`config.mk`:
```
export PLATFORM = sky130hd
export DESIGN_NAME = alu_arbiter
export DESIGN_NICKNAME = d
export VERILOG_FILES = /design/src/rtl/alu_arbiter.sv
export SDC_FILE = /design/constraint.sdc
export NUM_CORES = 1
export LEC_CHECK = 0
export BUFFER_PORTS_ARGS = -buffer_cell sky130_fd_sc_hd__buf_2
export CAP_MARGIN = 20
export CELL_PAD_IN_SITES_DETAIL_PLACEMENT = 0
export CELL_PAD_IN_SITES_GLOBAL_PLACEMENT = 1
export CORE_AREA = 2 2 160 162
export DETAILED_ROUTE_END_ITERATION = 7
export DIE_AREA = 0 0 162 164
export MAX_ROUTING_LAYER = met4
export PLACE_DENSITY = 0.74
export SLEW_MARGIN = 20
export SYNTH_ARGS = -nofsm -noshare
export SYNTH_HDL_FRONTEND = slang
export SYNTH_SLANG_ARGS = --single-unit
```
`constraint.sdc`:
```
create_clock -name clk -period 4.7 [get_ports clk]
set_clock_uncertainty 0.05 [all_clocks]
set_input_delay 0.47 -clock clk [delete_from_list [all_inputs] [get_ports clk]]
set_output_delay 0.47 -clock clk [all_outputs]
set_load 0.02 [all_outputs]
```
`src/rtl/alu_arbiter.sv`:
```
// Round-robin arbiter sharing one single-cycle ALU among NUM_REQ requesters.
// One operation is in flight at a time; results return with a one-hot valid pulse.
module alu_arbiter #(
  parameter int NUM_REQ = 4,
  parameter int TIMEOUT = 15
) (
  input  logic                  clk,
  input  logic                  reset,
  input  logic [NUM_REQ-1:0]    req_valid,
  input  logic [32*NUM_REQ-1:0] req_a,
  input  logic [32*NUM_REQ-1:0] req_b,
  input  logic [3*NUM_REQ-1:0]  req_cmd,
  output logic [NUM_REQ-1:0]    req_ready,
  output logic [NUM_REQ-1:0]    rsp_valid,
  output logic [31:0]           rsp_result,
  output logic                  rsp_err,
  output logic [31:0]           alu_a,
  output logic [31:0]           alu_b,
  output logic [2:0]            alu_cmd,
  input  logic                  alu_ready,
  input  logic                  alu_valid,
  input  logic [31:0]           alu_result
);
  localparam int DATA_W = 32;
  localparam int CMD_W  = 3;
  localparam int IDX_W  = (NUM_REQ > 1) ? $clog2(NUM_REQ) : 1;
  localparam int CNT_W  = $clog2(TIMEOUT + 1);
  localparam logic [CMD_W-1:0] CMD_NOP = '0;
  localparam logic [IDX_W:0]   N_EXT   = (IDX_W+1)'(NUM_REQ);
  localparam logic [IDX_W-1:0] LAST    = IDX_W'(NUM_REQ - 1);

  typedef enum logic [1:0] {S_IDLE, S_ISSUE, S_WAIT} state_t;

  state_t              state;
  logic [IDX_W-1:0]    rr_ptr;
  logic [IDX_W-1:0]    own_idx;
  logic [IDX_W-1:0]    gnt_off;
  logic [IDX_W-1:0]    gnt_idx;
  logic [IDX_W:0]      gnt_sum;
  logic                gnt_found;
  logic [2*NUM_REQ-1:0] req_dbl;
  logic [NUM_REQ-1:0]  req_rot;
  logic [DATA_W-1:0]   op_a;
  logic [DATA_W-1:0]   op_b;
  logic [CNT_W-1:0]    wait_cnt;
  logic                saw_busy;
  logic [DATA_W-1:0]   a_arr   [NUM_REQ];
  logic [DATA_W-1:0]   b_arr   [NUM_REQ];
  logic [CMD_W-1:0]    cmd_arr [NUM_REQ];

  function automatic logic [NUM_REQ-1:0] onehot(input logic [IDX_W-1:0] idx);
    logic [NUM_REQ-1:0] v;
    v = '0;
    v[idx] = 1'b1;
    return v;
  endfunction

  for (genvar i = 0; i < NUM_REQ; i++) begin : g_unpack
    assign a_arr[i]   = req_a[DATA_W*i +: DATA_W];
    assign b_arr[i]   = req_b[DATA_W*i +: DATA_W];
    assign cmd_arr[i] = req_cmd[CMD_W*i +: CMD_W];
  end

  // Rotate requests so that bit 0 is the rr_ptr position; the lowest set bit wins.
  assign req_dbl = {req_valid, req_valid} >> rr_ptr;
  assign req_rot = req_dbl[NUM_REQ-1:0];

  always_comb begin
    gnt_found = 1'b0;
    gnt_off   = '0;
    for (int k = NUM_REQ - 1; k >= 0; k--) begin
      if (req_rot[k]) begin
        gnt_found = 1'b1;
        gnt_off   = IDX_W'(k);
      end
    end
  end

  assign gnt_sum = {1'b0, rr_ptr} + {1'b0, gnt_off};
  assign gnt_idx = (gnt_sum >= N_EXT) ? IDX_W'(gnt_sum - N_EXT) : gnt_sum[IDX_W-1:0];

  assign req_ready = (state == S_IDLE && gnt_found && !reset) ? onehot(gnt_idx) : '0;
  assign alu_a     = op_a;
  assign alu_b     = op_b;

  always_ff @(posedge clk or posedge reset) begin
    if (reset) begin
      state      <= S_IDLE;
      rr_ptr     <= '0;
      own_idx    <= '0;
      op_a       <= '0;
      op_b       <= '0;
      alu_cmd    <= CMD_NOP;
      saw_busy   <= 1'b0;
      wait_cnt   <= '0;
      rsp_valid  <= '0;
      rsp_err    <= 1'b0;
      rsp_result <= '0;
    end else begin
      rsp_valid <= '0;
      rsp_err   <= 1'b0;
      case (state)
        S_IDLE: begin
          if (gnt_found) begin
            op_a    <= a_arr[gnt_idx];
            op_b    <= b_arr[gnt_idx];
            alu_cmd <= cmd_arr[gnt_idx];
            own_idx <= gnt_idx;
            rr_ptr  <= (gnt_idx == LAST) ? '0 : gnt_idx + IDX_W'(1);
            state   <= S_ISSUE;
          end
        end
        S_ISSUE: begin
          if (alu_ready) begin
            saw_busy <= 1'b0;
            wait_cnt <= '0;
            alu_cmd  <= CMD_NOP;
            state    <= S_WAIT;
          end
        end
        S_WAIT: begin
          // alu_valid is sticky, so a result only counts after the ALU has been seen busy.
          if (!alu_ready) saw_busy <= 1'b1;
          if (saw_busy && alu_ready && alu_valid) begin
            rsp_result <= alu_result;
            rsp_valid  <= onehot(own_idx);
            state      <= S_IDLE;
          end else begin
            wait_cnt <= wait_cnt + CNT_W'(1);
            if (wait_cnt == CNT_W'(TIMEOUT - 1)) begin
              rsp_result <= '0;
              rsp_err    <= 1'b1;
              rsp_valid  <= onehot(own_idx);
              state      <= S_IDLE;
            end
          end
        end
        default: state <= S_IDLE;
      endcase
    end
  end

endmodule
```
### After elaboration in Yosys (flattened, before gate mapping)

Cells that the tools add are included.

* flip-flop bits (word level): 115
* bits of input ports: 308
* output and inout port bits: 108
* word-level logic and storage cells: 95

* add/sub/neg operators: 4
* order comparisons: 6
* equal/unequal tests: 9
* shifts and indexed selects: 1
* multiplexer cells: 46
* bitwise logic cells: 1
* reduce and logical (&&, ||, !) cells: 17

Operators by type and width (count)
* 32-bit two-way mux: 6
* 32-bit binary-select mux with 2-bit select: 2
* 4-bit two-way mux: 6
* 2-bit two-way mux: 10
* 3-bit two-way mux: 4
* 3-bit AND reduction: 4
* 1-bit two-way mux: 11
* 2-bit inequality test (second input constant): 4
* 4-bit one-hot mux with 2 select lines: 1
* 8-bit by 2-bit right shift with 4-bit output: 1
* 3-bit binary-select mux with 2-bit select: 1
* 3-bit greater-or-equal comparator (second input constant): 2
* 1-bit logical AND: 6
* 2-bit by 3-bit less-than comparator with 1-bit output (second input constant): 2
* 2-bit one-hot mux with 3 select lines: 1
* 3-bit one-hot mux with 2 select lines: 1
* 2-bit nonzero test: 3
* 4-bit by 1-bit adder with 4-bit output (second input constant): 1
* 1-bit demux with 2-bit select: 2
* 2-bit == test (second input constant): 2
* 4-bit == test (second input constant): 1
* 2-bit by 1-bit greater-or-equal comparator with 1-bit output (second input constant): 2
* 2-bit AND reduction: 2
* 2-bit by 2-bit adder with 3-bit output: 1
* 8 further kinds: 8

### Depth between registers and ports, before layout

* word-level depth: 14
* gate-level depth with buffers: 13

### Least setup slack after synthesis

No wires, ideal clock.

* path kind: reg-to-output
* from: register rr_ptr[1]
* to: output port req_ready[2]
* arrival: 2.690 ns
* data required time: 4.180 ns
* path slack: 1.490 ns
* cell stages (with the launch flop): 10
* path buffers: 3
* cell sequence: dfrtp_1 > clkbuf_1 > o311ai_0 > o21ai_0 > o221ai_1 > ha_1 > xnor3_2 > buf_6 > buf_6 > nor4_1

* longest elaborated chain between the ends: 13

Ends and longest elaborated chain
* start: declaration: RTL line 35 `logic [IDX_W-1:0] rr_ptr;`
* start signal: assignment: RTL line 109 `rr_ptr <= (gnt_idx == LAST) ? '0 : gnt_idx + IDX_W'(1);`
* 8-bit by 2-bit right shift with 4-bit output: RTL line 65 `assign req_dbl = {req_valid, req_valid} >> rr_ptr;`
* 2-bit two-way mux (4 in series): RTL line 72 `if (req_rot[k]) begin`
* 2-bit by 2-bit adder with 3-bit output: RTL line 79 `assign gnt_sum = {1'b0, rr_ptr} + {1'b0, gnt_off};`
* 3-bit greater-or-equal comparator or 2-bit by 1-bit subtractor with 2-bit output (tied branches): RTL line 80 `assign gnt_idx = (gnt_sum >= N_EXT) ? IDX_W'(gnt_sum - N_EXT) : gnt_sum[IDX_W-1:0];`
* 2-bit two-way mux: RTL line 80
* 2-bit by 3-bit less-than comparator with 1-bit output (not written as such) or 2-bit by 1-bit greater-or-equal comparator with 1-bit output (tied branches): RTL line 54 `v[idx] = 1'b1;`
* 1-bit logical AND (not written as such): RTL line 54
* 1-bit two-way mux (not written as such): RTL line 54
* 1-bit demux with 2-bit select: RTL line 54
* 4-bit two-way mux (*): RTL line 82 `assign req_ready = (state == S_IDLE && gnt_found && !reset) ? onehot(gnt_idx) : '0;`
* end: declaration: RTL line 13 `output logic [NUM_REQ-1:0] req_ready,`

Every way passes the cells marked *; elsewhere a longest branch is shown, timed or not.

### Worst setup path after layout

* from: register rr_ptr[0]
* to: output port req_ready[2]

Same word-level chain as after synthesis.

==> results.md <==
* Status: finished clean
* Nature of the critical path endpoint: primary output
* IO Pins at 416
* Class of the worst hold path: input pin to asynchronous set/reset pin
* Synthesized area at between 0.006 and 0.007 mm²
* Clock transition at path regs at around 60 ps
* PortBufs at 415
* Cell row count at 58
* Post-synth ARST share at between 90% and 100%
* Rel. slew slack at around half
* Share of layout cells above drive strength 1 at 60.8%
* DRT antenna net count at 0
* # resized after CTS at 0
* DP HPWL at 17900 µm
* Req. time, crit path at 4180 ps
* Slew @ Worst Pin at 729 ps
* CTS tree: built
* Hold Slack at around 130 ps
* Vias in the first global route at roughly 6300
* Sequential share of the synthesized area at a little over two fifths
* Largest family of logic cells by synthesized area: multiplexers
* Setup TNS at 0 ps
* Compound-Gate Fraction of Synth Area at between 10% and 20%
* Critical path peak fanout at 13
* Endpoints failing setup at 0
* Synth top cells by count: dfrtp_1, mux2_2, mux4_1, clkbuf_1, nor2_1
* Total track usage at ~18%
* Final Slew Violations at 0
* R2r setup slk at 1580 ps
* FF-to-FF path depth at 8
* Largest net degree at the start of global routing at about 70
* ANT cells at 0
* Yosys warnings at 0
* Syn-to-layout area delta at 44.9%
* Number of enable flip-flop cells after synthesis at 0
* Vias at around 6100
* Critical path's slowest cell: dfrtp_1
* Worst r2r dst: alu_a[5]$_DFFE_PP0P_
* Worst VDD drop at roughly 0.52 mV
* Crit path depth at 8
* Core ar. at 0.0248 mm²
* P per Cell Area at ~830 mW/mm²
* DR iter-0 viols at 250
* Initial antenna violation count at 0
* Die footprint at 0.0266 mm²
* Final WL at around 24000 µm
* Die height at 164 µm
* Total grt overflow at 0
* First drt pass iteration count at 4
* Chip width at 162 µm
* Post-Synth XOR/XNOR Area at less than 1%
* Dominant synthesized flop cell: dfrtp_1
* Crit share post-route at about three quarters
* Drc violations at 0
* Largest stage delay, worst path at just under 600 ps
* RSZ-0062 raised after global routing: no
* Leading area contributor after synthesis: dfrtp_1
* Post-Synthesis Cells at a little over 500
* Synthesized-area fraction occupied by adder cells at less than 1%
* Most frequent cell after synthesis: dfrtp_1
* CP Buf/Inv Count at 1
* Flop and latch count out of synthesis at approximately 120
* Post-synthesis mux area share at between 30 and 40%
* Vias per inst at 4.88
* Post-synth top area share at 42.7%
* Worst path arrival time at approximately 3000 ps
* Syn Nets at between 800 and 900
* Clk sinks at 115
* Worst r2r src: rr_ptr[0]$_DFFE_PP0P_
* Final Hold Vio Count at 0
* Worst path top cell family by delay: flip-flops
* Clock Latency Late Sink at between 400 and 500 ps
* Fmax at approximately 290 MHz
* H-tree levels at 4
* CTS Buffer Depth at 2
* Final net count at about 1200
* Startpoint Class: flip-flop
* Synth unique cells at 46
* Synth Area in Simple Gates at 6.40%
* CTS Buf Count at 17
* Top post-synthesis cells by area: dfrtp_1, mux4_1, mux2_2
* First-pass GRT wire length at 35200 µm
* Initial Utilization at between 20 and 30%
* WS Path Type: flip-flop to primary output
* Max-cap violation count at 0
* WL/cell at about 19 µm
* Routability cong. at 0.838
* Setup bufs post-CTS at 0
* Root buffer cell: clkbuf_16
* # hold bufs at CTS at 0
* Fin crit period at around 3500 ps
* Worst-path cell chain: nand2b_1 -> o22ai_1 -> o21ai_0 -> o221ai_1 -> ha_4 -> xnor3_2 -> nor4_1 -> buf_2
* P_leak at around 4.8 nW
* Mean post-synth cell area at between 10 and 15 µm²
[per-layer routing]
metal / GRT usage (%) / wire length (µm) / vias up
li1: - / - / 2823
met5: - / 0 / -
met1: 21.2 / 9940 / 3004
met2: 30.8 / 12300 / 247
met4: 4.91 / 318 / 0
met3: 3.84 / 1260 / 21
[area by class of cell]
class                   count  area, µm²
clock buffers              21        460
clock inverters            11        151
inverters                   9       36.3
repair buffers            426       2200
well taps                 330        413
multi-input cells         336       3630
flip-flops and latches    115       2880
fillers                  2470      15000
[layout by cell type (no fill, tap or decap), types with 2 or more instances in the layout]
cell type and instances:
a2111oi_0 4, a211o_1 3, a21oi_1 4, a221oi_1 16
a221oi_2 4, a22o_1 32, a31oi_1 2, and3_1 4
buf_12 3, buf_2 415, buf_4 8, bufinv_16 3
clkbuf_1 2, clkbuf_16 17, clkbuf_8 2, clkinvlp_4 4
dfrtp_1 115, ha_1 3, inv_1 8, inv_6 2
mux2_2 88, mux2i_1 4, mux4_1 44, nand2_1 17
nand2b_1 9, nand3_1 6, nand4_1 2, nand4b_1 2
nor2_1 33, nor2_2 2, nor3_1 3, nor4_1 2
o21a_1 2, o21ai_0 4, o22ai_1 3, o2bb2ai_1 20
or2_2 2, or3b_1 2, xnor2_1 4
[metrics by stage]
| step | utilization [%] | worst slack, ps | instance area, µm² | cells | total power [W] |
|---|---|---|---|---|---|
| floorplan | - | 1140 | 6740 | 505 | 0.00549 |
| global placement | 36.9 | 1530 | 9160 | 1216 | 0.00678 |
| detailed placement | 36.9 | 1440 | 9160 | 1216 | 0.00687 |
| CTS | 39.4 | 1230 | 9770 | 1248 | 0.00828 |
| global route | 39.4 | 1030 | 9770 | 1248 | 0.00870 |
| finish | 39.4 | 1210 | 9770 | 1248 | 0.00815 |
[worst max-delay path by stage]
stage / start / slack (ps) / to
after floorplan: reset / 1140 / alu_a[0]$_DFFE_PP0P_
after global placement: req_valid[2] / 1530 / alu_b[23]$_DFFE_PP0P_
after detailed placement: req_valid[2] / 1440 / alu_a[5]$_DFFE_PP0P_
after CTS: rr_ptr[0]$_DFFE_PP0P_ / 1230 / req_ready[2]
after global routing: rr_ptr[0]$_DFFE_PP0P_ / 1030 / req_ready[3]
final: rr_ptr[0]$_DFFE_PP0P_ / 1210 / req_ready[2]
[worst reg2reg max path: cells and delay by family (launching register included)]
kind | cells | cell delay [ps]
DFF | 1 | 590
muxes | 2 | 970
AOI/OAI and AO/OA | 3 | 450
and+or+nand+nor | 1 | 160
adders and majority gates | 1 | 350
buffers and inverters | 1 | 450
[where the power goes]
| part | leakage [nW] | internal (W) | switching, W | total (W) |
|---|---|---|---|---|
| combinational | 3.09 | 0.00238 | 0.00259 | 0.00497 |
| sequential | 1.40 | 0.00150 | 0.000313 | 0.00181 |
| clock | 0.286 | 0.000866 | 0.000499 | 0.00137 |
[cells by family after synthesis]
| group | count (synthesis) |
|---|---|
| AOI/OAI and AO/OA | 102 |
| adders and majority gates | 4 |
| xor gates and xnor gates | 5 |
| and+or+nand+nor | 89 |
| DFF | 115 |
| buffers and inverters | 54 |
| muxes | 136 |
[flip-flops by register name, indices dropped and copies added, names as in the netlist]
| register | flops |
|---|---|
| own_idx | 2 |
| rsp_err | 1 |
| rsp_result | 32 |
| rsp_valid | 4 |
| saw_busy | 1 |
| rr_ptr | 2 |
| alu_cmd | 3 |
| state | 2 |
| alu_b | 32 |
| wait_cnt | 4 |
| alu_a | 32 |
No activity file was read; power rests on OpenSTA's default activity.
